### src/rtl/yrv_uart_boot_ctrl.sv
// UART boot loader: receives a program image over 8N1 serial, writes it
// to program memory word by word, then releases the CPU from reset.
module yrv_uart_boot_ctrl #(
  parameter int CLK_FREQUENCY  = 50_000_000,
  parameter int BAUD_RATE      = 115_200,
  parameter int ADDR_W         = 14,
  parameter int TIMEOUT_CYCLES = 5_000_000
) (
  input  logic              clk,
  input  logic              resetb,
  input  logic              aux_uart_rx,
  output logic              mem_we,
  output logic [ADDR_W-1:0] mem_addr,
  output logic [31:0]       mem_wdata,
  input  logic              mem_ready,
  output logic              cpu_resetb,
  output logic              boot_busy,
  output logic              boot_error
);

  localparam int BIT_CYC = CLK_FREQUENCY / BAUD_RATE;
  localparam int BW = $clog2(BIT_CYC + 1);
  localparam int IW = $clog2(TIMEOUT_CYCLES + 1);
  localparam logic [BW-1:0] BIT_LAST  = BW'(BIT_CYC - 1);
  localparam logic [BW-1:0] HALF_LAST = BW'(BIT_CYC / 2 - 1);
  localparam logic [IW-1:0] TO_CNT    = IW'(TIMEOUT_CYCLES);
  localparam logic [ADDR_W-1:0] ADDR_LAST = '1;

  typedef enum logic [2:0] {
    RX_IDLE, RX_START, RX_DATA, RX_STOP, RX_WAIT
  } rx_t;

  typedef enum logic [1:0] {
    LOAD, FLUSH, DRAIN, DONE
  } st_t;

  rx_t         rx_st;
  st_t         st;
  logic        rx_s1;
  logic        rx_s2;
  logic [BW-1:0] cyc_cnt;
  logic [2:0]  bit_idx;
  logic [7:0]  sh;
  logic        byte_vld;
  logic        start_det;
  logic        frame_err;
  logic [IW-1:0] idle;
  logic [1:0]  byte_cnt;
  logic [23:0] acc;
  logic        wr_acc;
  logic        wr_last;

  assign wr_acc  = mem_we && mem_ready;
  assign wr_last = wr_acc && (mem_addr == ADDR_LAST);

  always_ff @(posedge clk or negedge resetb) begin
    if (!resetb) begin
      rx_s1     <= 1'b1;
      rx_s2     <= 1'b1;
      rx_st     <= RX_IDLE;
      cyc_cnt   <= '0;
      bit_idx   <= '0;
      sh        <= '0;
      byte_vld  <= 1'b0;
      start_det <= 1'b0;
      frame_err <= 1'b0;
    end else begin
      rx_s1     <= aux_uart_rx;
      rx_s2     <= rx_s1;
      byte_vld  <= 1'b0;
      start_det <= 1'b0;
      frame_err <= 1'b0;
      unique case (rx_st)
        RX_IDLE: begin
          if (!rx_s2) begin
            rx_st     <= RX_START;
            cyc_cnt   <= '0;
            start_det <= 1'b1;
          end
        end
        RX_START: begin
          if (cyc_cnt == HALF_LAST) begin
            cyc_cnt <= '0;
            bit_idx <= '0;
            rx_st   <= rx_s2 ? RX_IDLE : RX_DATA;
          end else begin
            cyc_cnt <= cyc_cnt + 1'b1;
          end
        end
        RX_DATA: begin
          if (cyc_cnt == BIT_LAST) begin
            cyc_cnt <= '0;
            sh      <= {rx_s2, sh[7:1]};
            bit_idx <= bit_idx + 1'b1;
            if (bit_idx == 3'd7) rx_st <= RX_STOP;
          end else begin
            cyc_cnt <= cyc_cnt + 1'b1;
          end
        end
        RX_STOP: begin
          if (cyc_cnt == BIT_LAST) begin
            cyc_cnt <= '0;
            if (rx_s2) begin
              byte_vld <= 1'b1;
              rx_st    <= RX_IDLE;
            end else begin
              frame_err <= 1'b1;
              rx_st     <= RX_WAIT;
            end
          end else begin
            cyc_cnt <= cyc_cnt + 1'b1;
          end
        end
        RX_WAIT: begin
          if (rx_s2) rx_st <= RX_IDLE;
        end
        default: rx_st <= RX_IDLE;
      endcase
    end
  end

  always_ff @(posedge clk or negedge resetb) begin
    if (!resetb) begin
      st         <= LOAD;
      idle       <= '0;
      byte_cnt   <= '0;
      acc        <= '0;
      mem_we     <= 1'b0;
      mem_addr   <= '0;
      mem_wdata  <= '0;
      cpu_resetb <= 1'b0;
      boot_busy  <= 1'b1;
      boot_error <= 1'b0;
    end else begin
      if (st == LOAD && (byte_vld || start_det))
        idle <= '0;
      else if (st == LOAD && idle != TO_CNT)
        idle <= idle + 1'b1;

      if (wr_acc) begin
        mem_we   <= 1'b0;
        mem_addr <= mem_addr + 1'b1;
      end

      if (frame_err && st == LOAD) boot_error <= 1'b1;

      unique case (st)
        LOAD: begin
          if (wr_last) begin
            st <= DRAIN;
          end else if (byte_vld) begin
            if (byte_cnt == 2'd3) begin
              acc      <= '0;
              byte_cnt <= '0;
              // A full word behind a stalled write is dropped, not queued
              if (mem_we) begin
                boot_error <= 1'b1;
              end else begin
                mem_wdata <= {sh, acc};
                mem_we    <= 1'b1;
              end
            end else begin
              unique case (byte_cnt)
                2'd0:    acc[7:0]   <= sh;
                2'd1:    acc[15:8]  <= sh;
                default: acc[23:16] <= sh;
              endcase
              byte_cnt <= byte_cnt + 1'b1;
            end
          end else if (idle == TO_CNT) begin
            st <= FLUSH;
          end
        end
        FLUSH: begin
          if (wr_last || byte_cnt == 2'd0) begin
            st <= DRAIN;
          end else if (!mem_we) begin
            mem_wdata <= {8'h00, acc};
            mem_we    <= 1'b1;
            acc       <= '0;
            byte_cnt  <= '0;
            st        <= DRAIN;
          end
        end
        DRAIN: begin
          if (!mem_we) begin
            st         <= DONE;
            cpu_resetb <= 1'b1;
            boot_busy  <= 1'b0;
          end
        end
        default: ;
      endcase
    end
  end

endmodule

### config.mk
export PLATFORM = sky130hd
export DESIGN_NAME = yrv_uart_boot_ctrl
export DESIGN_NICKNAME = d
export VERILOG_FILES = /design/src/rtl/yrv_uart_boot_ctrl.sv
export SDC_FILE = /design/constraint.sdc
export NUM_CORES = 1
export LEC_CHECK = 0
export BUFFER_PORTS_ARGS = -buffer_cell sky130_fd_sc_hd__buf_2
export CAP_MARGIN = 30
export CORE_ASPECT_RATIO = 0.9
export CORE_MARGIN = 3
export CORE_UTILIZATION = 35
export DETAILED_ROUTE_END_ITERATION = 12
export PLACE_DENSITY = 0.53
export SLEW_MARGIN = 20
export SYNTH_ARGS = -nofsm -noshare
export SYNTH_HDL_FRONTEND = slang
export SYNTH_SLANG_ARGS = --single-unit
### constraint.sdc
create_clock -name clk -period 1.8 [get_ports clk]
set_input_delay 0 -clock clk [delete_from_list [all_inputs] [get_ports clk]]
set_output_delay 0 -clock clk [all_outputs]
set_load 0.02 [all_outputs]
Word-level counts from Yosys, hierarchy flattened
Cells that the tools add are included.

Bitwise logic cells: 1. Multiply operators: 0. Div/mod/pow operators: 0. Add/subtract/negate cells: 5. Multiplexer cells: 67. Reduce and logical (&&, ||, !) cells: 28. Equality and inequality tests: 33. Shifts and indexed selects: 0. Magnitude comparators: 0.

Operators by type and width (number): 2-to-1 mux 32 bit (6); 2-to-1 mux 24 bit (5); case mux 32 bit (2 select lines) (1); case mux 24 bit (2 select lines) (1); 2-to-1 mux 23 bit (2); 2-to-1 mux 3 bit (9); 2-to-1 mux 9 bit (3); case mux 9 bit (3 select lines) (1); 2-to-1 mux 2 bit (12); 2-to-1 mux 8 bit (3); inequality test 2 bit (second input constant) (12); AND reduction 6 bit (4); adder 23 x 1 -> 23 bit (second input constant) (1); == test 23 bit (second input constant) (1); inequality test 23 bit (second input constant) (1); 2-to-1 mux 1 bit (19); case mux 3 bit (5 select lines) (1); adder 14 x 1 -> 14 bit (second input constant) (1); == test 14 bit (second input constant) (1); AND reduction 5 bit (2); adder 9 x 1 -> 9 bit (second input constant) (1); == test 9 x 8 -> 1 bit (second input constant) (1); == test 9 bit (second input constant) (1); AND reduction 7 bit (1); other kinds (25) (44).

Output and inout bits: 50. Bits in registers: 129. Bits of input ports: 4. Memory bits (writable): 0. Memories: 0. Logic and storage cells: 155. Latch bits: 0. Bits in read-only memories: 0.

Longest topological paths before layout
Depth in word-level cells: 8. Depth in mapped cells: 8. Mapped depth without buffers: 7.

Worst setup path before layout
Ideal clock, no wire load.

Kind: register to register. Start point: reg mem_addr[0]. End point: reg mem_wdata[10]. Data required time: 1672 ps. Setup slack: -334 ps. Clock period less this slack: 2134 ps. Buffers on the path: 1. Data arrival time: 2006 ps. Stages on the path, launching flop included: 8. Setup time: 128 ps. Cell sequence: dfrtp_1 ha_1 nand3_1 nor4_4 nor2_2 nand2_2 buf_4 mux2_1.

Word-level cells in the longest chain between the ends: 5. Elaborated cells between the ends (all ways): 6. Classes of those cells: 3 x eq/ne; 3 x reduce/logical.

Ends and longest elaborated chain: from (decl) (RTL line 13) `output logic [ADDR_W-1:0] mem_addr,`; from (signal assigned) (RTL line 142) `mem_addr <= mem_addr + 1'b1;`; == test 14 bit (*) (RTL line 54) `assign wr_last = wr_acc && (mem_addr == ADDR_LAST);`; logical AND 1 bit (*) (RTL line 54); logical OR 1 bit (RTL line 175) `if (wr_last || byte_cnt == 2'd0) begin`; inequality test 2 bit (no source line); AND reduction 7 bit (no source line) (*); to (signal assigned) (RTL line 159) `mem_wdata <= {sh, acc};`; to (signal assigned) (RTL line 178) `mem_wdata <= {8'h00, acc};`; to (decl) (RTL line 14) `output logic [31:0] mem_wdata,`.

Mark *: on every way between the ends. The rest lies on a longest branch, timed or not. A chain may end at the register's enable or synchronous reset.

Worst setup path after layout
Start point: reg cyc_cnt[0]. End point: reg cyc_cnt[3].

Word-level cells in the longest chain between the ends: 3. Elaborated cells between the ends (all ways): 6. Classes of those cells: 1 x add/sub; 2 x eq/ne; 3 x mux.

Ends and longest elaborated chain: from (decl) (RTL line 41) `logic [BW-1:0] cyc_cnt;`; from (signal assigned) (RTL line 87) `cyc_cnt <= cyc_cnt + 1'b1;`; from (signal assigned) (RTL line 97) `cyc_cnt <= cyc_cnt + 1'b1;`; from (signal assigned) (RTL line 111) `cyc_cnt <= cyc_cnt + 1'b1;`; adder 9 x 1 -> 9 bit, or another cell as far along (RTL line 87, 97, 111); 2-to-1 mux 9 bit, on equally long branches (RTL line 91, 101, 82); case mux 9 bit (3 select lines) (*) (RTL line 73) `unique case (rx_st)`.

Marked as above.

==> run_results.csv <==
group,metric,value,unit
outcome,outcome,"finished, violations left",
outcome,violations,"negative setup slack",
logic_synthesis,synth_cell_types,63,
sta,finalHoldViolCount,0,
sta,skew,8.93,ps
critical_path,required,2100,ps
placement,gp_congestion,0.791,
logic_synthesis,ys_seq_area_share,52.7,%
global_routing,grt_pass1_wl,23.5,mm
job,cap_viol_max_count,0,
die,fp-row-count,45,
global_routing,grt_max_degree,48,
die,dieHeight,132,um
final_layout,post-route-util,50.3,%
drt,wire_per_inst,14.9,um
final_layout,stdcell_area,8550,um^2
final_layout,layout.nets,716,
logic_synthesis,synth_top_area_share,51.4,%
die,initial_utilization,36.1,%
logic_synthesis,netlist_top_cells_count,"dfrtp_1 (126), nand2_1 (48), nor2_1 (34)",
sta,period_share,105,%
logic_synthesis,synth.most_common_cell,"dfrtp_1",
sta,rsz0062_at_grt,"true",
placement,dp.final_hpwl,9.75,mm
drt,antenna_left,0,
critical_path,worst_setup_path_end_kind,"flop",
drt,wl_met3,527,um
clock_tree,path_clk_slew,60,ps
critical_path,arrival,2180,ps
placement,placed_area,7390,um^2
global_routing,grtUsageTotal,15.0,%
power_and_ir_drop,vdd_drop_max,680,uV
drt,drc,0,
final_layout,syn_to_final_growth,39.3,%
drt,num_vias,4581,
critical_path,cpPeakStageDelay,440,ps
drt,totalWireLength,14.1,mm
logic_synthesis,synth_ff_type,"dfrtp_1",
logic_synthesis,synth_edf_count,0,
logic_synthesis,synth_largest_area_cell,"dfrtp_1",
sta,fin_crit,1890,ps
clock_tree,clk_path_buf_depth,2,
clock_tree,cts_root_buf,"clkbuf_16",
drt,drtIter0Drc,246,
logic_synthesis,syn_avg_cell_area,11.6,um^2
final_layout,num-fill-cells,1508,
drt,highest_layer,"met4",
logic_synthesis,synth_nets,548,
global_routing,grt_pass1_vias,4622,
global_routing,grt_overflow,0,
critical_path,startpoint,"cyc_cnt[0]",
critical_path,r2r-start,"cyc_cnt[0]",
drt,met1_length,7.12,mm
clock_tree,clk_latency,420,ps
die,die_area,19200,um^2
sta,fmax,530,MHz
die,core_area,17000,um^2
drt,drt_first_pass_iters,4,
logic_synthesis,synth_area,6140,um^2
sta,drv_slew,0,
drt,wl_met2,6.32,mm
power_and_ir_drop,power.density,825,nW/um^2
die,die_w,146,um
sta,setup_slack,-85.1,ps
clock_tree,cts_buffers,17,
final_layout,drive_above_1_share,43.4,%
critical_path,crit_chain,"inv_2, ha_4, nand2b_1, o41ai_2, o21a_2, buf_6, nor3_1, a211o_1",
logic_synthesis,yosys_warnings,0,
critical_path,critPathSlowestCell,"dfrtp_2",
critical_path,critPathMaxFanout,7,
global_routing,antenna_found_initial,0,
final_layout,antenna_cells,0,
sta,worst_slew_pin_slew,690,ps
clock_tree,cts_tree,"yes",
hold_path,min_path_type,"input port to async pin",
critical_path,critPathLaunchType,"flop",
sta,setup_viol,43,
logic_synthesis,syn_inst,529,
die,ioPinCount,54,
power_and_ir_drop,leakagePower,4.27,nW
clock_tree,cts_sinks,129,
sta,slew_headroom,54.0,%
placement,port_buffers,53,
logic_synthesis,synthArstFlopShare,100,%
critical_path,crit_type,"flop to flop",
logic_synthesis,ys_seq_elements,129,
clock_tree,htree_levels,4,
logic_synthesis,synth_top_cells_by_area,"dfrtp_1 (51%), mux2_1 (5.9%), mux2_4 (5.9%), ha_1 (3.1%), nand2_1 (2.9%)",
drt,detail_route.vias_per_cell,4.85,
power_and_ir_drop,finalPower,7.05,mW
==> worst max-delay path: cells and delay by family, from the launching register on <==
family,cells,cell delay [ps]
adder cells (fa/ha/maj),1,130
flip-flops,1,440
buffers and inverters,2,250
AO/OA/AOI/OAI,3,810
AND/OR/NAND/NOR,2,140
==> area by class of cell <==
cell class / count / area, um^2 / share of cell area [%]
clock buffer: 20 / 457 / 5.34
clock inverter: 12 / 183 / 2.14
inverter: 18 / 67.6 / 0.790
multi-input combinational: 367 / 3050 / 35.7
sequential: 129 / 3260 / 38.1
tap: 235 / 294 / 3.44
timing repair buffer: 164 / 1230 / 14.4
==> metal layers <==
layer	global-route usage (%)	up-vias
met1	21.6	2261
met5	0	-
li1	-	2213
met2	21.9	88
met4	4.80	0
met3	4.45	19
==> what timing repair did <==
item,CTS,global route
hold buffers,3,0
setup buffers,5,13
endpoints found under the hold margin,44,0
pin swaps,16,20
resized for setup,25,54
endpoints found under the setup margin,65,100
gates cloned,1,3
==> cells by family (layout without fill, tap and decap cells) <==
| group | count (synthesis) | count (layout) | share of synthesized area, % |
|---|---|---|---|
| mux | 60 | 60 | 12.5 |
| compound gates | 61 | 61 | 6.56 |
| flops | 129 | 129 | 52.7 |
| buf+inv | 33 | 214 | 2.94 |
| simple gates | 203 | 203 | 18.3 |
| xor+xnor | 28 | 28 | 4.00 |
| fa+ha+maj | 15 | 15 | 3.06 |
==> layout by cell type (no fill, tap or decap), types with 5 or more instances in the layout <==
master / Yosys / layout
inv_2: 0 / 5
nand2_1: 48 / 44
nor2_1: 34 / 32
nand4_1: 10 / 10
a21oi_1: 13 / 9
a21o_1: 5 / 5
dfrtp_2: 0 / 22
clkbuf_16: 0 / 19
and2_1: 11 / 10
nor3_1: 9 / 9
buf_4: 3 / 93
nand3_1: 21 / 15
nand2b_1: 10 / 10
dfrtp_1: 126 / 104
xor2_1: 12 / 12
nor4_1: 11 / 7
ha_4: 0 / 5
o21ai_0: 17 / 13
xnor2_1: 16 / 16
buf_6: 3 / 8
nor2b_1: 9 / 9
ha_1: 15 / 7
mux2_4: 24 / 26
buf_2: 2 / 53
mux2_1: 32 / 32
inv_1: 18 / 13
buf_12: 0 / 5
==> sequential cells by signal, indices dropped and copies added (netlist names), 2 cells and up <==
| signal | cells |
|---|---|
| st | 2 |
| mem_wdata | 32 |
| cyc_cnt | 9 |
| byte_cnt | 2 |
| mem_addr | 14 |
| sh | 8 |
| acc | 24 |
| idle | 23 |
| rx_st | 3 |
| bit_idx | 3 |
==> through the flow <==
step	hold WS [ps]	TNS [ps]	worst slack, ps	std cells
after floorplan	-296	-1910	-37.8	529
after global placement	60.8	-616	-59.0	890
after detailed placement	72.4	-2010	-97.0	890
after CTS	172	-216	-41.2	930
after global routing	185	-6320	-138	945
final	150	-523	-85.1	945
==> power by group <==
| part | internal, mW | total (mW) | leakage [nW] | switching [mW] |
|---|---|---|---|---|
| Clock | 2.39 | 3.67 | 0.302 | 1.28 |
| Sequential | 2.96 | 3.00 | 1.71 | 0.0404 |
| Combinational | 0.161 | 0.382 | 2.26 | 0.222 |
| Total | 5.51 | 7.05 | 4.27 | 1.54 |
==> path summary, 6_finish.rpt <==
path | cells after the start | to | slack (ps)
worst max-delay path | 8 | cyc_cnt[3] | -90
worst min-delay path | 2 | idle[8] | 150
worst max register to register | 8 | cyc_cnt[3] | -90
worst min register to register | 0 | rx_s2 | 370
max in group asynchronous | 3 | mem_addr[8] | 880
min in group clk | 2 | rx_s1 | 240
No activity file was read; power rests on OpenSTA's default activity.
